File: src/rtl/sdram_scheduler_if.sv
// Pin bundle between the SDRAM scheduler, its two request ports, the init
// sequencer handshake and the SDRAM command/data pins.
interface sdram_scheduler_if;
    logic        oinit_req;
    logic        oinit_enb;
    logic        iinit_fin;
    logic        oready;
    logic        ireq0;
    logic [21:0] iaddr0;
    logic        oack0;
    logic [15:0] ordata0;
    logic        ordvalid0;
    logic        ireq1;
    logic        iwe1;
    logic [21:0] iaddr1;
    logic [15:0] iwdata1;
    logic        oack1;
    logic [15:0] ordata1;
    logic        ordvalid1;
    logic [3:0]  ocmd;
    logic [12:0] oaddr;
    logic [1:0]  oba;
    logic [1:0]  odqm;
    logic [15:0] odq;
    logic        odq_oe;
    logic [15:0] idq;

    modport slave (
        input  iinit_fin, ireq0, iaddr0, ireq1, iwe1, iaddr1, iwdata1, idq,
        output oinit_req, oinit_enb, oready, oack0, ordata0, ordvalid0,
               oack1, ordata1, ordvalid1, ocmd, oaddr, oba, odqm, odq, odq_oe
    );

    modport master (
        output iinit_fin, ireq0, iaddr0, ireq1, iwe1, iaddr1, iwdata1, idq,
        input  oinit_req, oinit_enb, oready, oack0, ordata0, ordvalid0,
               oack1, ordata1, ordvalid1, ocmd, oaddr, oba, odqm, odq, odq_oe
    );
endinterface

File: src/rtl/sdram_scheduler.sv
// Single-port SDRAM access scheduler: init hand-off, two-port single-word
// arbitration with auto-precharge accesses, and periodic AUTO REFRESH.
module sdram_scheduler #(
    parameter int T_RCD        = 2,
    parameter int T_REC        = 6,
    parameter int T_RFC        = 8,
    parameter int REF_INTERVAL = 780,
    parameter int RD_DLY       = 3
) (
    input  logic             iclk,
    input  logic             ireset_n,
    sdram_scheduler_if.slave bus
);
    localparam logic [3:0] CMD_NOP = 4'b0111;
    localparam logic [3:0] CMD_ACT = 4'b0011;
    localparam logic [3:0] CMD_RD  = 4'b0101;
    localparam logic [3:0] CMD_WR  = 4'b0100;
    localparam logic [3:0] CMD_REF = 4'b0001;

    localparam logic [2:0] ST_INIT = 3'd0;
    localparam logic [2:0] ST_IDLE = 3'd1;
    localparam logic [2:0] ST_RCD  = 3'd2;
    localparam logic [2:0] ST_RW   = 3'd3;
    localparam logic [2:0] ST_REC  = 3'd4;
    localparam logic [2:0] ST_RFC  = 3'd5;

    localparam int CNT_MAX = (T_RFC > T_REC) ? ((T_RFC > T_RCD) ? T_RFC : T_RCD)
                                             : ((T_REC > T_RCD) ? T_REC : T_RCD);
    localparam int CNT_W   = $clog2(CNT_MAX + 1);
    localparam int TMR_W   = $clog2(REF_INTERVAL);

    logic [2:0]        state_q, state_d;
    logic [CNT_W-1:0]  cnt_q, cnt_d;
    logic [TMR_W-1:0]  ref_tmr_q, ref_tmr_d;
    logic              ref_pend_q, ref_pend_d;
    logic [1:0]        bank_q, bank_d;
    logic [7:0]        col_q, col_d;
    logic              we_q, we_d;
    logic [15:0]       wdata_q, wdata_d;
    logic              port_q, port_d;
    logic [3:0]        cmd_q, cmd_d;
    logic [12:0]       addr_q, addr_d;
    logic [1:0]        ba_q, ba_d;
    logic [1:0]        dqm_q, dqm_d;
    logic [15:0]       dq_q, dq_d;
    logic              dq_oe_q, dq_oe_d;
    logic              init_req_q, init_req_d;
    logic              init_enb_q, init_enb_d;
    logic              ready_q, ready_d;
    logic              ack0_q, ack0_d;
    logic              ack1_q, ack1_d;
    logic [15:0]       rdata0_q, rdata0_d;
    logic [15:0]       rdata1_q, rdata1_d;
    logic              rdvalid0_q, rdvalid0_d;
    logic              rdvalid1_q, rdvalid1_d;
    logic [RD_DLY-1:0] rd_vld_q, rd_vld_d;
    logic [RD_DLY-1:0] rd_port_q, rd_port_d;

    logic              accept_s;
    logic              sel_port_s;
    logic [21:0]       sel_addr_s;
    logic              ref_clr_s;
    logic              ref_wrap_s;
    logic              rd_start_s;

    // Request selection: refresh pending blocks both ports, port 0 beats port 1
    always_comb begin
        accept_s   = 1'b0;
        sel_port_s = 1'b0;
        sel_addr_s = bus.iaddr0;
        if ((state_q == ST_IDLE) && ready_q && !ref_pend_q) begin
            if (bus.ireq0) begin
                accept_s   = 1'b1;
                sel_port_s = 1'b0;
                sel_addr_s = bus.iaddr0;
            end else if (bus.ireq1) begin
                accept_s   = 1'b1;
                sel_port_s = 1'b1;
                sel_addr_s = bus.iaddr1;
            end else begin
                accept_s   = 1'b0;
            end
        end else begin
            accept_s = 1'b0;
        end
    end

    // Command sequencer: next registered pin values and state
    always_comb begin
        state_d    = state_q;
        cnt_d      = cnt_q;
        bank_d     = bank_q;
        col_d      = col_q;
        we_d       = we_q;
        wdata_d    = wdata_q;
        port_d     = port_q;
        cmd_d      = CMD_NOP;
        addr_d     = addr_q;
        ba_d       = ba_q;
        dqm_d      = dqm_q;
        dq_d       = 16'h0000;
        dq_oe_d    = 1'b0;
        init_req_d = init_req_q;
        init_enb_d = init_enb_q;
        ready_d    = ready_q;
        ack0_d     = 1'b0;
        ack1_d     = 1'b0;
        ref_clr_s  = 1'b0;
        rd_start_s = 1'b0;

        case (state_q)
            ST_INIT: begin
                // Request stays high after init; the sequencer latches its own done
                init_req_d = 1'b1;
                init_enb_d = 1'b1;
                if (bus.iinit_fin) begin
                    state_d    = ST_IDLE;
                    init_enb_d = 1'b0;
                    ready_d    = 1'b1;
                    dqm_d      = 2'b00;
                end else begin
                    state_d    = ST_INIT;
                end
            end
            ST_IDLE: begin
                if (ref_pend_q) begin
                    cmd_d     = CMD_REF;
                    ref_clr_s = 1'b1;
                    cnt_d     = CNT_W'(T_RFC);
                    state_d   = ST_RFC;
                end else if (accept_s) begin
                    cmd_d   = CMD_ACT;
                    ba_d    = sel_addr_s[21:20];
                    addr_d  = {1'b0, sel_addr_s[19:8]};
                    bank_d  = sel_addr_s[21:20];
                    col_d   = sel_addr_s[7:0];
                    port_d  = sel_port_s;
                    we_d    = sel_port_s & bus.iwe1;
                    wdata_d = bus.iwdata1;
                    ack0_d  = ~sel_port_s;
                    ack1_d  = sel_port_s;
                    cnt_d   = CNT_W'(T_RCD - 1);
                    state_d = (T_RCD > 1) ? ST_RCD : ST_RW;
                end else begin
                    cmd_d   = CMD_NOP;
                end
            end
            ST_RCD: begin
                cnt_d = cnt_q - {{(CNT_W-1){1'b0}}, 1'b1};
                if (cnt_q <= {{(CNT_W-1){1'b0}}, 1'b1}) begin
                    state_d = ST_RW;
                end else begin
                    state_d = ST_RCD;
                end
            end
            ST_RW: begin
                // A10 high selects auto-precharge, so no explicit PRECHARGE is ever issued
                addr_d  = {2'b00, 1'b1, 2'b00, col_q};
                ba_d    = bank_q;
                cnt_d   = CNT_W'(T_REC);
                state_d = ST_REC;
                if (we_q) begin
                    cmd_d   = CMD_WR;
                    dq_d    = wdata_q;
                    dq_oe_d = 1'b1;
                end else begin
                    cmd_d      = CMD_RD;
                    rd_start_s = 1'b1;
                end
            end
            ST_REC, ST_RFC: begin
                cnt_d = cnt_q - {{(CNT_W-1){1'b0}}, 1'b1};
                if (cnt_q <= {{(CNT_W-1){1'b0}}, 1'b1}) begin
                    state_d = ST_IDLE;
                end else begin
                    state_d = state_q;
                end
            end
            default: begin
                state_d = ST_INIT;
            end
        endcase
    end

    // Refresh timer: free-runs while the bus is owned, one saturating request flag
    always_comb begin
        ref_wrap_s = 1'b0;
        ref_tmr_d  = ref_tmr_q;
        if (ready_q) begin
            if (ref_tmr_q == TMR_W'(REF_INTERVAL - 1)) begin
                ref_tmr_d  = {TMR_W{1'b0}};
                ref_wrap_s = 1'b1;
            end else begin
                ref_tmr_d  = ref_tmr_q + {{(TMR_W-1){1'b0}}, 1'b1};
            end
        end else begin
            ref_tmr_d = {TMR_W{1'b0}};
        end
        ref_pend_d = (ref_pend_q & ~ref_clr_s) | ref_wrap_s;
    end

    // Read return pipe: tag each READ with its port and capture idq RD_DLY edges later
    always_comb begin
        rd_vld_d     = rd_vld_q;
        rd_port_d    = rd_port_q;
        rd_vld_d[0]  = rd_start_s;
        rd_port_d[0] = port_q;
        for (int i = 1; i < RD_DLY; i++) begin
            rd_vld_d[i]  = rd_vld_q[i-1];
            rd_port_d[i] = rd_port_q[i-1];
        end
        rdvalid0_d = rd_vld_q[RD_DLY-1] & ~rd_port_q[RD_DLY-1];
        rdvalid1_d = rd_vld_q[RD_DLY-1] &  rd_port_q[RD_DLY-1];
        if (rdvalid0_d) begin
            rdata0_d = bus.idq;
        end else begin
            rdata0_d = rdata0_q;
        end
        if (rdvalid1_d) begin
            rdata1_d = bus.idq;
        end else begin
            rdata1_d = rdata1_q;
        end
    end

    // State and output registers
    always_ff @(posedge iclk or negedge ireset_n) begin
        if (!ireset_n) begin
            state_q    <= ST_INIT;
            cnt_q      <= {CNT_W{1'b0}};
            ref_tmr_q  <= {TMR_W{1'b0}};
            ref_pend_q <= 1'b0;
            bank_q     <= 2'b00;
            col_q      <= 8'h00;
            we_q       <= 1'b0;
            wdata_q    <= 16'h0000;
            port_q     <= 1'b0;
            cmd_q      <= CMD_NOP;
            addr_q     <= 13'h0000;
            ba_q       <= 2'b00;
            dqm_q      <= 2'b11;
            dq_q       <= 16'h0000;
            dq_oe_q    <= 1'b0;
            init_req_q <= 1'b0;
            init_enb_q <= 1'b1;
            ready_q    <= 1'b0;
            ack0_q     <= 1'b0;
            ack1_q     <= 1'b0;
            rdata0_q   <= 16'h0000;
            rdata1_q   <= 16'h0000;
            rdvalid0_q <= 1'b0;
            rdvalid1_q <= 1'b0;
            rd_vld_q   <= {RD_DLY{1'b0}};
            rd_port_q  <= {RD_DLY{1'b0}};
        end else begin
            state_q    <= state_d;
            cnt_q      <= cnt_d;
            ref_tmr_q  <= ref_tmr_d;
            ref_pend_q <= ref_pend_d;
            bank_q     <= bank_d;
            col_q      <= col_d;
            we_q       <= we_d;
            wdata_q    <= wdata_d;
            port_q     <= port_d;
            cmd_q      <= cmd_d;
            addr_q     <= addr_d;
            ba_q       <= ba_d;
            dqm_q      <= dqm_d;
            dq_q       <= dq_d;
            dq_oe_q    <= dq_oe_d;
            init_req_q <= init_req_d;
            init_enb_q <= init_enb_d;
            ready_q    <= ready_d;
            ack0_q     <= ack0_d;
            ack1_q     <= ack1_d;
            rdata0_q   <= rdata0_d;
            rdata1_q   <= rdata1_d;
            rdvalid0_q <= rdvalid0_d;
            rdvalid1_q <= rdvalid1_d;
            rd_vld_q   <= rd_vld_d;
            rd_port_q  <= rd_port_d;
        end
    end

    assign bus.ocmd      = cmd_q;
    assign bus.oaddr     = addr_q;
    assign bus.oba       = ba_q;
    assign bus.odqm      = dqm_q;
    assign bus.odq       = dq_q;
    assign bus.odq_oe    = dq_oe_q;
    assign bus.oinit_req = init_req_q;
    assign bus.oinit_enb = init_enb_q;
    assign bus.oready    = ready_q;
    assign bus.oack0     = ack0_q;
    assign bus.oack1     = ack1_q;
    assign bus.ordata0   = rdata0_q;
    assign bus.ordata1   = rdata1_q;
    assign bus.ordvalid0 = rdvalid0_q;
    assign bus.ordvalid1 = rdvalid1_q;

endmodule

File: src/flat_wrapper.sv
// flat-port wrapper written by rule: the top's interface ports become plain ports
module sdram_scheduler_flat 
#(
    parameter int T_RCD        = 2,
    parameter int T_REC        = 6,
    parameter int T_RFC        = 8,
    parameter int REF_INTERVAL = 780,
    parameter int RD_DLY       = 3
)
  (iclk, ireset_n, bus_iinit_fin, bus_ireq0, bus_iaddr0, bus_ireq1, bus_iwe1, bus_iaddr1, bus_iwdata1, bus_idq, bus_oinit_req, bus_oinit_enb, bus_oready, bus_oack0, bus_ordata0, bus_ordvalid0, bus_oack1, bus_ordata1, bus_ordvalid1, bus_ocmd, bus_oaddr, bus_oba, bus_odqm, bus_odq, bus_odq_oe);
  sdram_scheduler_if bus_i ();
  input  logic iclk;
  input  logic ireset_n;
  input wire logic [$bits(bus_i.iinit_fin)-1:0] bus_iinit_fin;
  input wire logic [$bits(bus_i.ireq0)-1:0] bus_ireq0;
  input wire logic [$bits(bus_i.iaddr0)-1:0] bus_iaddr0;
  input wire logic [$bits(bus_i.ireq1)-1:0] bus_ireq1;
  input wire logic [$bits(bus_i.iwe1)-1:0] bus_iwe1;
  input wire logic [$bits(bus_i.iaddr1)-1:0] bus_iaddr1;
  input wire logic [$bits(bus_i.iwdata1)-1:0] bus_iwdata1;
  input wire logic [$bits(bus_i.idq)-1:0] bus_idq;
  output wire logic [$bits(bus_i.oinit_req)-1:0] bus_oinit_req;
  output wire logic [$bits(bus_i.oinit_enb)-1:0] bus_oinit_enb;
  output wire logic [$bits(bus_i.oready)-1:0] bus_oready;
  output wire logic [$bits(bus_i.oack0)-1:0] bus_oack0;
  output wire logic [$bits(bus_i.ordata0)-1:0] bus_ordata0;
  output wire logic [$bits(bus_i.ordvalid0)-1:0] bus_ordvalid0;
  output wire logic [$bits(bus_i.oack1)-1:0] bus_oack1;
  output wire logic [$bits(bus_i.ordata1)-1:0] bus_ordata1;
  output wire logic [$bits(bus_i.ordvalid1)-1:0] bus_ordvalid1;
  output wire logic [$bits(bus_i.ocmd)-1:0] bus_ocmd;
  output wire logic [$bits(bus_i.oaddr)-1:0] bus_oaddr;
  output wire logic [$bits(bus_i.oba)-1:0] bus_oba;
  output wire logic [$bits(bus_i.odqm)-1:0] bus_odqm;
  output wire logic [$bits(bus_i.odq)-1:0] bus_odq;
  output wire logic [$bits(bus_i.odq_oe)-1:0] bus_odq_oe;
  assign bus_i.iinit_fin = bus_iinit_fin;
  assign bus_i.ireq0 = bus_ireq0;
  assign bus_i.iaddr0 = bus_iaddr0;
  assign bus_i.ireq1 = bus_ireq1;
  assign bus_i.iwe1 = bus_iwe1;
  assign bus_i.iaddr1 = bus_iaddr1;
  assign bus_i.iwdata1 = bus_iwdata1;
  assign bus_i.idq = bus_idq;
  assign bus_oinit_req = bus_i.oinit_req;
  assign bus_oinit_enb = bus_i.oinit_enb;
  assign bus_oready = bus_i.oready;
  assign bus_oack0 = bus_i.oack0;
  assign bus_ordata0 = bus_i.ordata0;
  assign bus_ordvalid0 = bus_i.ordvalid0;
  assign bus_oack1 = bus_i.oack1;
  assign bus_ordata1 = bus_i.ordata1;
  assign bus_ordvalid1 = bus_i.ordvalid1;
  assign bus_ocmd = bus_i.ocmd;
  assign bus_oaddr = bus_i.oaddr;
  assign bus_oba = bus_i.oba;
  assign bus_odqm = bus_i.odqm;
  assign bus_odq = bus_i.odq;
  assign bus_odq_oe = bus_i.odq_oe;
  sdram_scheduler #(.T_RCD(T_RCD), .T_REC(T_REC), .T_RFC(T_RFC), .REF_INTERVAL(REF_INTERVAL), .RD_DLY(RD_DLY)) u_core (.iclk(iclk), .ireset_n(ireset_n), .bus(bus_i));
endmodule
File: config.mk
export PLATFORM = sky130hd
export DESIGN_NAME = sdram_scheduler_flat
export DESIGN_NICKNAME = d
export VERILOG_FILES = /design/src/rtl/sdram_scheduler_if.sv /design/src/rtl/sdram_scheduler.sv /design/src/flat_wrapper.sv
export SDC_FILE = /design/constraint.sdc
export NUM_CORES = 1
export LEC_CHECK = 0
export ABC_AREA = 1
export CORE_ASPECT_RATIO = 1.5
export CORE_MARGIN = 4
export CORE_UTILIZATION = 50
export CTS_CLUSTER_DIAMETER = 50
export DETAILED_ROUTE_END_ITERATION = 12
export PLACE_DENSITY = 0.84
export SLEW_MARGIN = 20
export SYNTH_ARGS = -nofsm -noshare
export SYNTH_HDL_FRONTEND = slang
export SYNTH_SLANG_ARGS = --single-unit
File: constraint.sdc
create_clock -name iclk -period 4.2 [get_ports iclk]
set_clock_uncertainty 0.15 [all_clocks]
set_input_delay 0.42 -clock iclk [delete_from_list [all_inputs] [get_ports iclk]]
set_output_delay 0.42 -clock iclk [all_outputs]
set_load 0.03 [all_outputs]
# Word level (Yosys, flattened, before mapping)
# Cells that the tools add are included.
[totals] register_bits=129 word_cells=107 input_bits=82 out_inout_bits=77
[op_classes] n_mux=46 n_bitwise=9 reduce_logical=13 eq_ne=10 order_cmp=1 add_sub_neg=2
[op_table] op="$mux 22" count=3
[op_table] op="$mux 16" count=2
[op_table] op="$mux 13" count=2
[op_table] op="$pmux 13 s2" count=1
[op_table] op="$mux 1" count=23
[op_table] op="$mux 10" count=2
[op_table] op="$pmux 3 s5" count=1
[op_table] op="$mux 3" count=4
[op_table] op="$mux 4" count=3
[op_table] op="$pmux 4 s3" count=1
[op_table] op="$add 10x1->10 const B" count=1
[op_table] op="$eq 10x10->1 const B" count=1
[op_table] op="$pmux 4 s2" count=1
[op_table] op="$eq 3x2->1 const B" count=2
[op_table] op="$eq 3x3->1 const B" count=2
[op_table] op="$reduce_and 2->1" count=3
[op_table] op="$reduce_and 3->1" count=2
[op_table] op="$and 1x1->1" count=4
[op_table] op="$le 4x1->1 const B" count=1
[op_table] op="$mux 2" count=2
[op_table] op="$ne 2x1->1 const B" count=2
[op_table] op="$not 1->1" count=4
[op_table] op="$pmux 2 s2" count=1
[op_table] op="$sub 4x1->4 const B" count=1
[op_table] op="11 further kinds" count=12

# Depth between registers and ports, before layout
[depth] ltp_word=8 mapped_depth=9 depth_no_buf=9

# Worst setup path after synthesis
# OpenSTA, ideal clock, no wires.
[synth_path] kind="register -> register" start="reg u_core.ready_q, in the netlist u_core.bus.oready" end="reg u_core.cnt_q[0]" period_less_slack_ns=1.640 required_time_ns=3.934 stages_incl_launch_ff=8 slack_ns=2.560 setup_ns=0.116 arrival_time_ns=1.373 path_buffers=0 cell_sequence="dfrtp_1 inv_1 nor2_4 nand2_4 nand2_1 nand2_1 nand2_1 nand2_1"
[synth_via] elab_chain_cells=5
[synth_rtl] item="start: declaration" line_no="sdram_scheduler.sv:49" text="logic ready_q, ready_d;"
[synth_rtl] item="start signal: assignment" line_no="sdram_scheduler.sv:273" text="ready_q <= ready_d;"
[synth_rtl] item="$logic_and 1x1->1 (2 in a row)" line_no="sdram_scheduler.sv:71" text="if ((state_q == ST_IDLE) && ready_q && !ref_pend_q) begin"
[synth_rtl] item="$mux 1" line_no="sdram_scheduler.sv:71"
[synth_rtl] item="$ne 3x1->1 (no source line)"
[synth_rtl] item="$reduce_and 2->1 (no source line)"
[synth_rtl] item="end signal: assignment" line_no="sdram_scheduler.sv:230" text="cnt_q <= {CNT_W{1'b0}};"
[synth_rtl] item="end signal: assignment" line_no="sdram_scheduler.sv:257" text="cnt_q <= cnt_d;"
[synth_rtl] item="end: declaration" line_no="sdram_scheduler.sv:33" text="logic [CNT_W-1:0] cnt_q, cnt_d;"
# Every way passes these cells.
# A chain may end at the register's enable or synchronous reset.

==> run metrics <==
FMAX around 460 MHz; post-synth cell types 30; CTS sink count about 130; total of max-cap violations 0; GRT overflow 0; CP delay by family, top buffers and inverters; worst hold path type reg2reg; CP max stage cell clkdlybuf4s50_1; H-tree depth 4; Hold Crit Start u_core.rd_vld_q[0]$_DFF_PN0_; Clk pin slew, worst setup/hold paths roughly 0.050 ns; DIE AREA approximately 12000 um2; Non-Filler Instances 944; Die Height roughly 130 um; worst-path fanout max 3; critical-path cell list clkdlybuf4s50_1; Design Power roughly 5300 uW; flip-flop and latch area roughly 3200 um2; max_slew headroom about 39%; post-layout min period between 2 and 2.5 ns; DRC errors left 0; CP max stage delay 0.67 ns; Avg Inst Size Synth between 8 and 9 um2; Buf/Inv on CP 1; Pwr Density about 700 nW/um2; top-level I/O count 159; Crit. Startpoint u_core.bus.odqm[0]$_DFFE_PN1N_; Cells after DPL 911; area of the multi-input gates around 1700 um2; FF-to-FF path depth 5; unrepaired setup endpoints after global routing no; gpl congestion roughly 0.86; status finished clean; endpoints failing setup 0; Post-Syn Area 5350 um2; router iterations before antenna repair 4; Synth-to-Final Area Change 41.4%; total wire length roughly 12000 um; largest net degree at the start of global routing around 130; Critical Path AT 1.62 ns; Root Driver clkbuf_16; Synth Register Bits 126; reg2reg end u_core.bus.oba[1]$_DFFE_PN0P_; total negative slack 0 ns; Hold WS between 0.15 and 0.2 ns; Setup Buffers After CTS 0; Critical Path Start Type register; vias around 4500; flop2flop setup slack approximately 2.0 ns; fillers approximately 780; aggregate global-route resource usage 20.3%; initial antenna violation count 0; vias per inst between 4 and 5; CP endpoint kind primary output; CP Class reg2out; drt first-iter violations 200; die width 92.5 um; site row count 46; fraction of layout cells with a size suffix above 1 around 5.9%; Ant. Diodes 0; number of global-route vias before repair around 4600; most frequent cells in the layout 214 x nand2_1, 155 x clkdlybuf4s50_1, 121 x dfrtp_1; Worst Path Required around 3.6 ns; starting density of the core between 50% and 60%; VDD IR max ~0.37 mV; Final WS setup 2.01 ns; first-pass GRT wire length about 20000 um; Post-DP HPWL just under 9000 um; Nets approximately 870; Slew @ Worst Pin about 0.91 ns; dpl ws 1.71 ns; max-slew violations 0; Final ANT Viol Nets 0; clk_lat worst skew 0.41 ns; YS warnings 0; Min-Delay Path Depth 0; clk buf depth 2; input/output buffers roughly 160; Leakage roughly 0.0038 uW; Min-Delay Endpoint u_core.rd_vld_q[1]$_DFF_PN0_; CTS Buf Count 17; Avg WL per Cell 13.0 um; Core Area 10500 um2; CTS tree built; Post-Syn Instances 630; register area share after synthesis between 50% and 60%; most common library cell in the layout ignoring fill and taps nand2_1; fin crit share between 50% and 60%; endpoints failing hold 0; FF-to-FF Start u_core.state_q[0]$_DFFE_PN0P_
==> cells by family after synthesis <==
group / Yosys count / share of synthesized area (%)
xor+xnor: 7 / 1.15
buf+inv: 120 / 9.18
flops: 126 / 59.0
other cells: 1 / 0.0700
compound gates: 60 / 5.73
fa+ha+maj: 3 / 0.701
simple gates: 313 / 24.2
==> routing by layer <==
| metal | GRT usage [%] | routed length [um] | vias to the layer above |
|---|---|---|---|
| met5 | 0 | 0 | - |
| met4 | 7.85 | 189 | 0 |
| met3 | 5.80 | 940 | 27 |
| met2 | 35.4 | 6230 | 189 |
| met1 | 23.4 | 4930 | 2109 |
| li1 | - | - | 2222 |
==> registers in the layout (all words and copies together), names as in the netlist, 2 cells and up <==
signal / count
u_core.wdata_q: 16
u_core.bus.odq: 16
u_core.bus.ordata1: 16
u_core.bus.ocmd: 3
u_core.bus.oba: 2
u_core.state_q: 3
u_core.col_q: 8
u_core.ref_tmr_q: 10
u_core.rd_vld_q: 3
u_core.bank_q: 2
u_core.bus.oaddr: 12
u_core.bus.ordata0: 16
u_core.rd_port_q: 3
u_core.cnt_q: 4
==> timing repair <==
item / CTS / global route
endpoints found under the setup margin: 0 / 0
resized for setup: 0 / 0
hold endpoints to repair: 21 / 0
hold buffers: 1 / 0
==> how the worst max path moves through the flow <==
| stage | endpoint | slack, ns | cells past startpoint |
|---|---|---|---|
| finish | bus_odqm[1] | 2.01 | 1 |
| global route | u_core.bus.oba[1]$_DFFE_PN0P_ | 1.85 | 5 |
| CTS | bus_odqm[1] | 1.98 | 1 |
| detailed placement | u_core.wdata_q[7]$_DFFE_PN0P_ | 1.71 | 5 |
| global placement | u_core.bus.oaddr[5]$_DFFE_PN0P_ | 1.63 | 7 |
| floorplan | u_core.cnt_q[0]$_DFFE_PN0P_ | 2.56 | 7 |
==> layout make-up <==
cell class                      count  share of cell area, %
Sequential cell                   126                   41.7
Multi-Input combinational cell    385                   22.6
Timing Repair Buffer              159                   21.1
Clock buffer                       22                   6.13
Inverter                           98                   4.86
Tap cell                          144                   2.38
Clock inverter                     10                   1.19
==> cell usage after synthesis (all sizes together) <==
master,count,area share [%]
nand2,216,15
dfrtp,121,57
inv,98,6.9
o21ai,54,5.0
nor2,52,4.0
nand3,33,3.2
buf,14,1.8
clkbuf,8,0.56
xor2,6,0.98
dfstp,5,2.5
nor3,5,0.47
nand4,4,0.75
a21oi,3,0.28
ha,3,0.70
o21a,2,0.28
and3,1,0.12
conb,1,0.070
nor3b,1,0.14
o22ai,1,0.12
or2,1,0.12
xnor2,1,0.16
==> per-stage QoR <==
step | utilization, % | instance area [um2]
6_report | 71.9 | 7570
5_1_grt | 71.9 | 7570
4_1_cts | 71.9 | 7570
3_5_place_dp | 66.5 | 7010
3_3_place_gp | 66.5 | 7010
2_1_floorplan | - | 5360
==> where the power goes <==
group / internal (uW) / switching (uW) / leakage, uW
sequential: 1650 / 224 / 0.00156
clock: 841 / 502 / 0.000266
combinational: 803 / 1280 / 0.00201
(Power assumes the default switching activity.)
